File: config.mk
export PLATFORM = sky130hd
export DESIGN_NAME = mmio_slot_arbiter
export DESIGN_NICKNAME = d
export VERILOG_FILES = /design/src/rtl/mmio_slot_arbiter.sv
export SDC_FILE = /design/constraint.sdc
export NUM_CORES = 1
export LEC_CHECK = 0
export ABC_AREA = 1
export BUFFER_PORTS_ARGS = -buffer_cell sky130_fd_sc_hd__buf_2
export CORE_UTILIZATION = 45
export DETAILED_ROUTE_END_ITERATION = 10
export PLACE_DENSITY_LB_ADDON = 0.2
export SLEW_MARGIN = 10
export SYNTH_ARGS = -nofsm -noshare
export SYNTH_HDL_FRONTEND = slang
export SYNTH_SLANG_ARGS = --single-unit
File: constraint.sdc
create_clock -name clk_i -period 2 [get_ports clk_i]
set_input_delay 0.3 -clock clk_i [delete_from_list [all_inputs] [get_ports clk_i]]
set_output_delay 0.3 -clock clk_i [all_outputs]
set_load 0.02 [all_outputs]
File: src/rtl/mmio_slot_arbiter.sv
// Round-robin arbiter sharing one MMIO slot between NUM_MASTERS requesters.
// Runs one slot transaction at a time, with a timeout abort for hung slots.
module mmio_slot_arbiter #(
  parameter int NUM_MASTERS    = 2,
  parameter int TIMEOUT_CYCLES = 16
) (
  input  logic                      clk_i,
  input  logic                      rst_i,
  input  logic [NUM_MASTERS-1:0]    req_valid_i,
  input  logic [NUM_MASTERS-1:0]    req_write_i,
  input  logic [8*NUM_MASTERS-1:0]  req_addr_i,
  input  logic [32*NUM_MASTERS-1:0] req_wdata_i,
  output logic [NUM_MASTERS-1:0]    req_ready_o,
  output logic [NUM_MASTERS-1:0]    resp_valid_o,
  output logic [31:0]               resp_rdata_o,
  output logic                      resp_slave_error_o,
  output logic                      resp_decode_error_o,
  output logic                      resp_timeout_o,
  output logic                      chip_select_o,
  output logic                      read_o,
  output logic                      write_o,
  output logic [7:0]                addr_o,
  output logic [31:0]               wr_data_o,
  output logic                      transaction_completed_o,
  input  logic [31:0]               rd_data_i,
  input  logic                      wr_done_i,
  input  logic                      rd_done_i,
  input  logic                      slave_error_i,
  input  logic                      decode_error_i
);

  localparam int IDXW = $clog2(NUM_MASTERS);
  localparam int CNTW = $clog2(TIMEOUT_CYCLES);
  localparam logic [CNTW-1:0] CNT_LAST = CNTW'(TIMEOUT_CYCLES - 1);
  localparam logic [IDXW-1:0] LAST_IDX = IDXW'(NUM_MASTERS - 1);

  typedef enum logic [1:0] {
    ST_IDLE     = 2'd0,
    ST_ISSUE    = 2'd1,
    ST_COMPLETE = 2'd2
  } state_e;

  state_e                  state_q;
  logic [IDXW-1:0]         last_grant_q;
  logic [IDXW-1:0]         grant_q;
  logic [CNTW-1:0]         cnt_q;
  logic                    cs_q;
  logic                    rd_q;
  logic                    wr_q;
  logic [7:0]              addr_q;
  logic [31:0]             wdata_q;
  logic [NUM_MASTERS-1:0]  resp_valid_q;
  logic [31:0]             rdata_q;
  logic                    slv_err_q;
  logic                    dec_err_q;
  logic                    timeout_q;
  logic                    tc_q;

  logic                    win_found;
  logic [IDXW-1:0]         win_idx;
  logic                    slot_done;

  // Search starts one past the last grant and wraps, first requester wins.
  always_comb begin
    win_found = 1'b0;
    win_idx   = '0;
    for (int k = 1; k <= NUM_MASTERS; k++) begin
      if (!win_found && req_valid_i[(int'(last_grant_q) + k) % NUM_MASTERS]) begin
        win_found = 1'b1;
        win_idx   = IDXW'((int'(last_grant_q) + k) % NUM_MASTERS);
      end
    end
  end

  always_comb begin
    req_ready_o = '0;
    if (!rst_i && state_q == ST_IDLE && win_found) req_ready_o[win_idx] = 1'b1;
  end

  assign slot_done = wr_done_i | rd_done_i | slave_error_i | decode_error_i;

  always_ff @(posedge clk_i) begin
    if (rst_i) begin
      state_q      <= ST_IDLE;
      last_grant_q <= LAST_IDX;
      grant_q      <= '0;
      cnt_q        <= '0;
      cs_q         <= 1'b0;
      rd_q         <= 1'b0;
      wr_q         <= 1'b0;
      addr_q       <= '0;
      wdata_q      <= '0;
      resp_valid_q <= '0;
      rdata_q      <= '0;
      slv_err_q    <= 1'b0;
      dec_err_q    <= 1'b0;
      timeout_q    <= 1'b0;
      tc_q         <= 1'b0;
    end else begin
      resp_valid_q <= '0;
      tc_q         <= 1'b0;
      case (state_q)
        ST_IDLE: begin
          if (win_found) begin
            grant_q      <= win_idx;
            last_grant_q <= win_idx;
            addr_q       <= req_addr_i[8*int'(win_idx) +: 8];
            wdata_q      <= req_wdata_i[32*int'(win_idx) +: 32];
            rd_q         <= ~req_write_i[win_idx];
            wr_q         <= req_write_i[win_idx];
            cs_q         <= 1'b1;
            cnt_q        <= '0;
            timeout_q    <= 1'b0;
            state_q      <= ST_ISSUE;
          end
        end
        ST_ISSUE: begin
          // A done on the last counted cycle takes precedence over the timeout.
          if (slot_done || cnt_q == CNT_LAST) begin
            if (slot_done) begin
              rdata_q   <= wr_q ? 32'd0 : rd_data_i;
              slv_err_q <= slave_error_i;
              dec_err_q <= decode_error_i;
              timeout_q <= 1'b0;
            end else begin
              rdata_q   <= 32'd0;
              slv_err_q <= 1'b0;
              dec_err_q <= 1'b0;
              timeout_q <= 1'b1;
            end
            cs_q                  <= 1'b0;
            rd_q                  <= 1'b0;
            wr_q                  <= 1'b0;
            tc_q                  <= 1'b1;
            resp_valid_q[grant_q] <= 1'b1;
            state_q               <= ST_COMPLETE;
          end else begin
            cnt_q <= cnt_q + 1'b1;
          end
        end
        ST_COMPLETE: state_q <= ST_IDLE;
        default:     state_q <= ST_IDLE;
      endcase
    end
  end

  assign resp_valid_o            = resp_valid_q;
  assign resp_rdata_o            = rdata_q;
  assign resp_slave_error_o      = slv_err_q;
  assign resp_decode_error_o     = dec_err_q;
  assign resp_timeout_o          = timeout_q;
  assign chip_select_o           = cs_q;
  assign read_o                  = rd_q;
  assign write_o                 = wr_q;
  assign addr_o                  = addr_q;
  assign wr_data_o               = wdata_q;
  assign transaction_completed_o = tc_q;

endmodule

Word level (Yosys, flattened, before mapping). Index checks and enable logic that the tools add are counted.

Register bits: 89. Input port bits: 122. Word-level logic and storage cells: 95.

Add/subtract/negate cells: 3. Order comparisons: 6. Eq/ne operators: 5. Shift operators: 2. Muxes and demuxes: 39. Bitwise gates (word level): 8. Reductions and logical operators: 17.

Operators by type and width (count): two-way mux 32 bit (2); indexed part select 64 x 7 -> 32 bit (1); two-way mux 1 bit (24); indexed part select 16 x 5 -> 8 bit (1); two-way mux 4 bit (2); one-hot mux 1 bit (2 select lines) (4); one-hot mux 4 bit (2 select lines) (1); < comparator 2 x 3 -> 1 bit, second input constant (2); two-way mux 2 bit (3); inequality test 2 bit, second input constant (3); AND reduction 2 bit (3); AND reduction 3 bit (2); logical AND 1 bit (5); adder 4 x 1 -> 4 bit, second input constant (1); equality test 4 bit, second input constant (1); < comparator 1 x 2 -> 1 bit, second input constant (2); one-hot mux 2 bit (2 select lines) (1); inverter 1 bit (3); bitwise OR 1 bit (3); OR reduction 3 bit (1); adder 1 bit, second input constant (2); AND 1 bit, first input constant (2); demux 1 bit (select 1 bit) (2); equality test 2 x 1 -> 1 bit, second input constant (1); other kinds (6) (8).

Depth between registers and ports, before layout. Gate-level depths: netlist of run 1.

Depth in word-level cells: 14. Mapped depth: 8. Mapped depth without buffers: 8.

Worst setup path after synthesis of run 1. Ideal clock, no wire load.

Kind: register -> output. Start point: register state_q[1]. End point: output req_ready_o[0]. Arrival time: 1.192 ns. Data required time: 1.700 ns. Slack: 0.508 ns. Stages on the path, launching flop included: 7. Buffers on the path: 1. Cells stage by stage: dfxtp_1 > inv_1 > nand2_1 > nor2_2 > inv_1 > buf_2 > nor3_1.

Cells in the longest elaborated chain, start to end: 4.

Ends and longest elaborated chain: from (decl) (RTL line 43) `state_e state_q;`; from (signal assigned) (RTL line 84) `state_q <= ST_IDLE;`; from (signal assigned) (RTL line 114) `state_q <= ST_ISSUE;`; from (signal assigned) (RTL line 136) `state_q <= ST_COMPLETE;`; zero test 2 bit (RTL line 77) `if (!rst_i && state_q == ST_IDLE && win_found) req_ready_o[win_idx] = 1'b1;`; logical AND 1 bit (2 in a row) (RTL line 77); two-way mux 2 bit (RTL line 77); to (decl) (RTL line 13) `output logic [NUM_MASTERS-1:0] req_ready_o,`.

No other way between the ends.

Worst setup path after layout of run 1. Ends and elaborated chain as after synthesis.

==> results.py, run 1 <==
metrics = {
    "routing": {
        "drc": 0,
        "vias": 3946,
        "firstDrtPassIters": 4,
        "wl_um": 10310,
        "drtIter0Drc": 140,
        "wl_per_cell_um": 13.44,
        "vias_per_cell": 5.145,
        "postRouteAntennaNets": 0,
    },
    "cells_and_area": {
        "antennaDiodeCount": 0,
        "synthToLayoutAreaGrowth_pct": 34.27,
        "final_cell_count_no_fill": 767,
        "drive_gt1_share_pct": 41.39,
        "nNetsFinal": 780,
        "utilization_pct": 62.00,
        "final_area_um2": 5069,
    },
    "synth": {
        "synth_area_leaders": "dfxtp_1, nand2_1, nand3_1",
        "yosysTopAreaCellShare_pct": 47.20,
        "ys_types": 31,
        "yosysWarningCount": 0,
        "netlist_area_um2": 3775,
        "syn_nets": 593,
        "ys_seq_area_share_pct": 47.20,
        "avgSynthCellArea_um2": 8.032,
        "ys_seq_elements": 89,
        "syn_inst": 470,
        "yosysTopAreaCell": "dfxtp_1",
    },
    "clock_network": {
        "cts_buffers": 9,
        "ctsLongestPathBuffers": 2,
        "cts_setup_buffers": 0,
        "cts_max_level": 3,
        "cts_resized": 0,
        "clkSinkCount": 89,
        "clkLatencyLatePin_ns": 0.36,
        "cts_root_buf": "clkbuf_8",
        "clk_pin_slew_ns": 0.10,
        "cts_hold_buf": 0,
        "cts_tree": "built",
    },
    "job": {
        "drv_cap": 0,
    },
    "floorplanning": {
        "die_w_um": 93.59,
        "die_h_um": 93.59,
        "die_area_um2": 8759,
        "coreArea_um2": 8175,
        "start_util_pct": 46.17,
        "ios": 205,
        "rows": 33,
    },
    "timing": {
        "rsz0062_at_grt": "false",
        "slew_headroom_pct": 70.15,
        "slew_viol_final": 0,
        "setup_viol": 0,
        "worstMarginPinSlew_ns": 0.4478,
        "skew_ns": 0.01243,
        "post-route-min-period_ns": 1.780,
        "hold_viol_final": 0,
        "fin_tns_setup_ns": 0,
        "min_period_over_period_pct": 89.01,
        "max_freq_mhz": 561.7,
        "hold_slack_ns": 0.1978,
    },
    "power": {
        "p_seq_share_pct": 44.4,
        "power_leakage_nw": 2.515,
        "p_switching_mw": 1.405,
        "power_density_nw_per_um2": 899.7,
        "swShare_pct": 30.82,
        "comb_power_share_pct": 22.4,
        "peakVddDrop_uv": 369.4,
        "p_int_mw": 3.155,
        "pwr-share-clk_pct": 33.2,
    },
    "run_status": {
        "outcome": "finished, final reports clean",
    },
    "critical_path": {
        "cp.arrival_ns": 1.48,
        "cp-end-kind": "output pin",
        "r2r_end": "resp_rdata_o[6]",
        "reg2reg_depth": 6,
        "crit_type": "flop to output pin",
        "r2r_slack_ns": 0.48,
        "rr_startpoint": "cnt_q[0]",
        "worstPathMaxFanout": 5,
        "worstSetupStartpointType": "flop",
        "crit_required_ns": 1.70,
    },
    "place": {
        "dp_cells": 751,
        "gp_congestion": 0.7993,
        "detailed_place_hpwl_um": 7306,
        "dpl_cell_area_um2": 4820,
        "portBuffers": 204,
    },
    "worst_hold_path": {
        "hold_path_depth": 3,
        "min-delay-start": "rd_data_i[8]",
        "hold_path.class": "primary input to flop",
        "holdPathEnd": "resp_rdata_o[8]",
    },
    "global_route": {
        "grt_pass1_wl_um": 16240,
        "grtUsageTotal_pct": 23.44,
        "grt_max_degree": 50,
        "grt_pass1_vias": 3582,
        "antenna_found_initial": 0,
        "grt_remaining_overflow": 0,
    },
}
## Yosys cell counts
master	count
buf_4	1
clkbuf_1	13
nor2_1	17
o211ai_1	1
nand3_4	1
nand3b_1	2
o21ai_0	14
nand3_2	1
ha_1	1
buf_2	17
buf_1	2
inv_4	1
nor3_1	1
inv_2	2
nand2_2	2
o21ai_1	31
nand2_1	101
nand2_4	1
nand4_1	2
a21oi_2	1
o21ai_2	27
a21oi_1	8
and3_1	1
dfxtp_1	89
buf_6	7
nand3_1	70
xnor2_1	1
a31oi_1	40
nor2_4	2
inv_1	10
nor2_2	3
## registers in the layout (all words and copies together), names as in the netlist
name	count
resp_valid_o	2
wr_data_o	32
read_o	1
last_grant_q	1
resp_slave_error_o	1
resp_decode_error_o	1
addr_o	8
write_o	1
chip_select_o	1
resp_timeout_o	1
resp_rdata_o	32
transaction_completed_o	1
state_q	2
cnt_q	4
grant_q	1
## routing by layer
metal	GRT usage (%)	routed length [um]	vias up
met5	0	0	-
met3	5.285	762	17
li1	-	-	1995
met4	10.13	220	0
met2	39.95	4923	165
met1	28.22	4400	1769
## stage by stage
stage	worst slack, ns	total power [mW]
2_1_floorplan	0.5085	2.729
3_3_place_gp	0.5202	3.070
3_5_place_dp	0.4622	3.089
4_1_cts	0.1622	4.604
5_1_grt	0.1081	4.790
6_report	0.2198	4.560
## cell type report
class                   count  area (um^2)
well taps                 105        131.4
clock buffers               9        123.9
flip-flops and latches     89         1782
inverters                  13        51.30
clock inverters             7        125.1
repair buffers            216         1136
multi-input cells         328         1719
fillers                   770         3107
## critical path: stages, from the launching register on
cell and delay (ns):
dfxtp_1 0.34, inv_1 0.05, nand2_1 0.09, nor2_4 0.14, inv_1 0.10, nor3_1 0.16
buf_2 0.24
## how the worst max path moves through the flow
stage / endpoint / slack (ns) / cells past startpoint / start
4_1_cts: req_ready_o[0] / 0.16 / 6 / state_q[1]
6_report: req_ready_o[0] / 0.22 / 6 / state_q[1]
5_1_grt: req_ready_o[0] / 0.11 / 6 / state_q[1]
3_5_place_dp: wr_data_o[19] / 0.46 / 6 / rst_i
3_3_place_gp: wr_data_o[30] / 0.52 / 6 / rst_i
2_1_floorplan: req_ready_o[0] / 0.51 / 6 / state_q[1]
## kinds of logic after synthesis
| logic type | synth area share [%] |
|---|---|
| XOR/XNOR | 0.2321 |
| AND/OR/NAND/NOR | 24.49 |
| flip-flops | 47.20 |
| buffers and inverters | 7.392 |
| adder cells (fa/ha/maj) | 0.3314 |
| AO/OA/AOI/OAI | 20.35 |
## cells in the final DEF (no fill, tap or decap), drive strengths merged, types with 2 or more instances in the layout
cell    instances
a21oi           9
a31oi          40
buf           216
bufinv          3
clkbuf          9
clkinv          2
dfxtp          89
inv            15
nand2         104
nand3          72
nand3b          2
nand4           2
nor2           22
o21ai          72
## power groups by stage
stage	clock network [mW]	logic, mW	registers (mW)
after floorplan	0	0.486	2.24
after global placement	0	1.01	2.06
after detailed placement	0	1.02	2.06
after CTS	1.55	1.03	2.03
after global routing	1.62	1.12	2.04
final	1.52	1.02	2.02
Power figures use the tool's default switching activity.
==> run 2, diff against run 1 <==
--- a/config.mk
+++ b/config.mk
@@ -5,9 +5,8 @@
 export SDC_FILE = /design/constraint.sdc
 export NUM_CORES = 1
 export LEC_CHECK = 0
-export ABC_AREA = 1
 export BUFFER_PORTS_ARGS = -buffer_cell sky130_fd_sc_hd__buf_2
-export CORE_UTILIZATION = 45
+export CORE_UTILIZATION = 35
 export DETAILED_ROUTE_END_ITERATION = 10
 export PLACE_DENSITY_LB_ADDON = 0.2
 export SLEW_MARGIN = 10
==> run 2 against run 1 <==
  * Sequential power about the same
  * Fmax decreased by 1.9%
  * Critical path depth fell by 2
  * Global-route usage down 5.1 points
  * Clock-buffer cell count stayed put
==> results.py, run 2 <==
metrics = {
    "run_status": {
        "outcome": "finished, final reports clean",
    },
    "cells_and_area": {
        "final_area_um2": 4736,
        "multi_input_area_um2": 1436,
        "register_area_um2": 1782,
        "drive_gt1_share_pct": 44.59,
        "final_cell_count_no_fill": 665,
        "nNetsFinal": 654,
        "synthToLayoutAreaGrowth_pct": 42.13,
        "layout_common_cells": "buf_2, dfxtp_1, a21oi_1",
        "fillers": 890,
        "layout.cells.most_common": "buf_2",
        "antennaDiodeCount": 0,
    },
    "clock_network": {
        "cts_max_level": 3,
        "clkLatencyLatePin_ns": 0.36,
        "cts_buffers": 9,
        "cts_resized": 0,
        "ctsLongestPathBuffers": 2,
        "cts_hold_buf": 0,
        "clk_pin_slew_ns": 0.11,
        "cts_setup_buffers": 0,
        "cts_root_buf": "clkbuf_8",
        "cts_tree": "built",
        "clkSinkCount": 89,
    },
    "timing": {
        "slew_viol_final": 0,
        "skew_ns": 0.01233,
        "max_freq_mhz": 551.3,
        "post-route-min-period_ns": 1.814,
        "slew_headroom_pct": 74.45,
        "rsz0062_at_grt": "false",
        "worstMarginPinSlew_ns": 0.3803,
        "hold_viol_final": 0,
        "min_period_over_period_pct": 90.70,
        "setup_viol": 0,
        "fin_tns_setup_ns": 0,
    },
    "routing": {
        "drc": 0,
        "firstDrtPassIters": 7,
        "vias": 3271,
        "wl_um": 9234,
        "vias_per_cell": 4.919,
        "postRouteAntennaNets": 0,
        "drtIter0Drc": 127,
        "wl_per_cell_um": 13.89,
    },
    "place": {
        "dp_cells": 649,
        "dpl_cell_area_um2": 4524,
        "detailed_place_hpwl_um": 6644,
        "gp_congestion": 0.7213,
        "portBuffers": 204,
    },
    "floorplanning": {
        "ios": 205,
        "start_util_pct": 36.06,
        "die_w_um": 99.57,
        "rows": 35,
        "coreArea_um2": 9240,
        "die_h_um": 99.57,
        "die_area_um2": 9914,
    },
    "synth": {
        "synth_area_leaders": "dfxtp_1, a22o_1, a21oi_1",
        "yosys-top-cells-count": "dfxtp_1, a21oi_1, a22o_1, o21ai_0, mux2i_1",
        "syn_nets": 455,
        "yosysTopAreaCellShare_pct": 53.47,
        "netlist_area_um2": 3332,
        "yosysTopAreaCell": "dfxtp_1",
        "avgSynthCellArea_um2": 10.04,
        "yosysWarningCount": 0,
        "ys.flop_type": "dfxtp_1",
        "async_flop_share_pct": 0,
        "ys_seq_elements": 89,
        "synth.most_common_cell": "dfxtp_1",
        "ys_types": 35,
        "ys_seq_area_share_pct": 53.47,
        "syn_inst": 332,
        "synth_edf_count": 0,
    },
    "global_route": {
        "grt_pass1_wl_um": 14330,
        "grt_pass1_vias": 3001,
        "grt_max_degree": 51,
        "grtUsageTotal_pct": 18.31,
        "grt_remaining_overflow": 0,
        "antenna_found_initial": 0,
    },
    "power": {
        "peakVddDrop_uv": 390.4,
        "p_seq_share_pct": 47.5,
        "comb_power_share_pct": 21.4,
        "power_leakage_nw": 2.267,
        "pwr-share-clk_pct": 31.1,
        "p_int_mw": 2.898,
        "power_density_nw_per_um2": 890.2,
        "swShare_pct": 31.25,
        "p_switching_mw": 1.317,
    },
    "critical_path": {
        "crit_type": "flop to output pin",
        "cp.arrival_ns": 1.51,
        "r2r_end": "write_o",
        "worstSetupStartpointType": "flop",
        "cp-end-kind": "output pin",
        "reg2reg_depth": 6,
        "cp_cell_sequence": "a21boi_4, buf_12, and3_1, buf_2",
        "rr_startpoint": "cnt_q[0]",
        "cp_slowest_cell": "dfxtp_1",
        "critical-path-max-stage-delay_ns": 0.35,
        "worstPathMaxFanout": 27,
        "r2r_slack_ns": 0.34,
        "crit_required_ns": 1.70,
    },
    "worst_hold_path": {
        "holdPathEnd": "resp_rdata_o[25]",
        "hold_path.class": "primary input to flop",
        "min-delay-start": "rd_data_i[25]",
        "hold_path_depth": 2,
    },
    "job": {
        "drv_cap": 0,
    },
}
-- run 2: changes by cell type after synthesis, moves of 12 or more --
| cell | change |
|---|---|
| nand2_1 | -80 |
| nand3_1 | -63 |
| a21oi_1 | +44 |
| a31oi_1 | -40 |
| a22o_1 | +32 |
| o21ai_1 | -30 |
| o21ai_2 | -27 |
| mux2i_1 | +25 |
| a22oi_1 | +15 |
| o21ai_0 | +13 |
| nor2_1 | -12 |
-- run 2: area by class of cell --
type / count / share of cell area [%]
Inverter: 1 / 0.07926
Tap cell: 129 / 3.408
Sequential cell: 89 / 37.62
Timing Repair Buffer: 215 / 24.10
Multi-Input combinational cell: 215 / 30.33
Clock inverter: 7 / 1.849
Clock buffer: 9 / 2.616
-- run 2: power by group through the flow --
stage	sequential [mW]	clock (mW)	combinational, mW
global placement	2.04	0	0.889
finish	2.00	1.31	0.901
global route	2.02	1.43	0.982
detailed placement	2.04	0	0.908
CTS	2.00	1.36	0.910
floorplan	2.22	0	0.352
-- run 2: per-stage QoR --
| stage | worst slack [ns] | hold slack, ns | utilization, % | power (mW) |
|---|---|---|---|---|
| after floorplan | 0.3566 | 0.3933 | - | 2.569 |
| after global placement | 0.2418 | 0.4217 | 48.96 | 2.927 |
| after detailed placement | 0.2122 | 0.4262 | 48.96 | 2.946 |
| after CTS | 0.1637 | 0.1206 | 51.25 | 4.276 |
| after global routing | 0.1207 | 0.1170 | 51.25 | 4.434 |
| final | 0.1860 | 0.1410 | 51.25 | 4.216 |
-- run 2: logic make-up after synthesis --
| logic type | count (synthesis) | synth area share, % |
|---|---|---|
| buffers and inverters | 28 | 4.205 |
| AO/OA/AOI/OAI | 135 | 26.02 |
| adder cells (fa/ha/maj) | 1 | 0.3755 |
| AND/OR/NAND/NOR | 54 | 8.412 |
| multiplexers | 25 | 7.510 |
| flip-flops | 89 | 53.47 |
-- run 2: worst max-delay path, delay by kind of cell, from the launching register on --
family	cells	cell delay, ns
buf+inv	2	0.42
flops	1	0.35
simple gates	1	0.20
compound gates	1	0.19
-- run 2: worst max path at each step --
stage                         startpoint              to  slack, ns  cells after the start
after floorplan           req_valid_i[1]  req_ready_o[0]       0.36                      4
after global placement         rd_done_i         write_o       0.24                      6
after detailed placement       rd_done_i         write_o       0.21                      6
after CTS                   last_grant_q  req_ready_o[1]       0.16                      4
after global routing        last_grant_q  req_ready_o[1]       0.12                      4
final                       last_grant_q  req_ready_o[1]       0.19                      4
-- run 2: layer usage --
| layer | track usage, % | routed length [um] | vias to the layer above | part of all wire (%) |
|---|---|---|---|---|
| met1 | 22.17 | 4022 | 1502 | 44 |
| met3 | 5.973 | 671 | 12 | 7.3 |
| met5 | 0 | 0 | - | 0 |
| li1 | - | - | 1624 | - |
| met4 | 7.579 | 148 | 0 | 1.6 |
| met2 | 29.91 | 4391 | 133 | 48 |
==> run 3, diff against run 2 <==
--- a/config.mk
+++ b/config.mk
@@ -8,7 +8,7 @@
 export BUFFER_PORTS_ARGS = -buffer_cell sky130_fd_sc_hd__buf_2
 export CORE_UTILIZATION = 35
 export DETAILED_ROUTE_END_ITERATION = 10
-export PLACE_DENSITY_LB_ADDON = 0.2
+export PLACE_DENSITY = 0.67
 export SLEW_MARGIN = 10
 export SYNTH_ARGS = -nofsm -noshare
 export SYNTH_HDL_FRONTEND = slang
==> run 3 against run 2 <==
  * Non-clock buffer count is the same
  * Power shrank 2.6%
  * Sequential power is essentially flat
  * Sequential share of layout area grew 0.17 points
  * Clock power shrank 8%
  * Critical endpoint unchanged
  * Highest routed layer unchanged
==> results.py, run 3 (synthesis gave the netlist of run 2 again) <==
metrics = {
    "run_status": {
        "outcome": "finished, final reports clean",
    },
    "timing": {
        "hold_viol_final": 0,
        "rsz0062_at_grt": "false",
        "max_freq_mhz": 570.3,
        "slew_viol_final": 0,
        "skew_ns": 0.01530,
        "setup_viol": 0,
        "min_period_over_period_pct": 87.67,
        "fin_tns_setup_ns": 0,
        "setup_slack_ns": 0.2466,
        "slew_headroom_pct": 72.94,
        "worstMarginPinSlew_ns": 0.4034,
        "post-route-min-period_ns": 1.753,
    },
    "floorplanning": {
        "die_area_um2": 9914,
        "coreArea_um2": 9240,
        "rows": 35,
        "die_w_um": 99.57,
        "die_h_um": 99.57,
        "start_util_pct": 36.06,
        "ios": 205,
    },
    "place": {
        "pre_cts_ws_ns": 0.1367,
        "gp_congestion": 0.8459,
        "portBuffers": 204,
        "dp_cells": 649,
        "detailed_place_hpwl_um": 6407,
    },
    "clock_network": {
        "cts_hold_buf": 0,
        "clkLatencyLatePin_ns": 0.34,
        "cts_resized": 0,
        "cts_tree": "built",
        "cts_max_level": 3,
        "cts_root_buf": "clkbuf_8",
        "cts_setup_buffers": 0,
        "cts_buffers": 9,
        "ctsLongestPathBuffers": 2,
        "clk_pin_slew_ns": 0.09,
        "clkSinkCount": 89,
    },
    "routing": {
        "drtIter0Drc": 64,
        "vias": 3296,
        "drc": 0,
        "wl_um": 8905,
        "postRouteAntennaNets": 0,
        "vias_per_cell": 4.956,
        "firstDrtPassIters": 4,
        "wl_per_cell_um": 13.39,
    },
    "cells_and_area": {
        "layout_common_cells": "buf_2, dfxtp_1, a21oi_1",
        "synthToLayoutAreaGrowth_pct": 41.49,
        "drive_gt1_share_pct": 44.22,
        "final_cell_count_no_fill": 665,
        "nNetsFinal": 654,
        "layout.cells.most_common": "buf_2",
        "antennaDiodeCount": 0,
    },
    "power": {
        "power_leakage_nw": 2.265,
        "comb_power_share_pct": 21.9,
        "p_switching_mw": 1.231,
        "power_density_nw_per_um2": 871.2,
        "pwr-share-clk_pct": 29.4,
        "p_seq_share_pct": 48.7,
        "p_total_mw": 4.107,
        "swShare_pct": 29.98,
        "peakVddDrop_uv": 374.4,
        "p_int_mw": 2.876,
    },
    "global_route": {
        "antenna_found_initial": 0,
        "grt_pass1_wl_um": 13750,
        "grtUsageTotal_pct": 17.29,
        "grt_pass1_vias": 2983,
        "grt_max_degree": 51,
        "grt_remaining_overflow": 0,
    },
    "critical_path": {
        "worstSetupStartpointType": "flop",
        "worstPathMaxFanout": 27,
        "cp.arrival_ns": 1.45,
        "cp-end-kind": "output pin",
        "crit_type": "flop to output pin",
        "crit_required_ns": 1.70,
    },
    "worst_hold_path": {
        "hold_path.class": "primary input to flop",
    },
    "job": {
        "drv_cap": 0,
    },
}
==> run 3: through the flow <==
stage	hold WS [ns]	area, um^2	util [%]
6_report	0.1656	4715	51.02
5_1_grt	0.1493	4715	51.02
4_1_cts	0.1399	4715	51.02
3_5_place_dp	0.4294	4521	48.92
3_3_place_gp	0.4230	4521	48.92
2_1_floorplan	0.3933	3332	-
==> run 3: worst max-delay path: stages, from the launching register on <==
cell	delay, ns
dfxtp_1	0.34
a21boi_4	0.20
buf_12	0.24
and3_1	0.18
buf_2	0.17
==> run 3: path summary, 6_finish.rpt <==
check                                         to          start  slack (ns)  cells after the start
worst max register to register           write_o       cnt_q[0]        0.33                      6
worst min-delay path            resp_rdata_o[16]  rd_data_i[16]        0.17                      2
worst min register to register   resp_valid_o[0]        grant_q        0.43                      1
worst max-delay path              req_ready_o[1]   last_grant_q        0.25                      4
==> run 3: layout make-up <==
cell class,count,area [um^2]
multi-input cells,215,1433
clock buffers,10,127.6
repair buffers,215,1141
fillers,886,4526
clock inverters,6,66.31
inverters,1,3.754
flip-flops and latches,89,1782
well taps,129,161.4
==> run 3: per-layer routing <==
layer | up-vias | global-route usage [%] | wire (um)
met5 | - | 0 | 0
met4 | 0 | 6.900 | 134
met3 | 12 | 3.514 | 510
met2 | 131 | 29.11 | 4254
met1 | 1530 | 21.67 | 4006
li1 | 1623 | - | -
==> run 3: power groups by stage <==
| stage | clock [mW] | sequential [mW] | combinational [mW] |
|---|---|---|---|
| final | 1.21 | 2.00 | 0.899 |
| after global routing | 1.33 | 2.02 | 0.974 |
| after CTS | 1.26 | 2.00 | 0.906 |
| after detailed placement | 0 | 2.04 | 0.905 |
| after global placement | 0 | 2.04 | 0.885 |
| after floorplan | 0 | 2.22 | 0.352 |
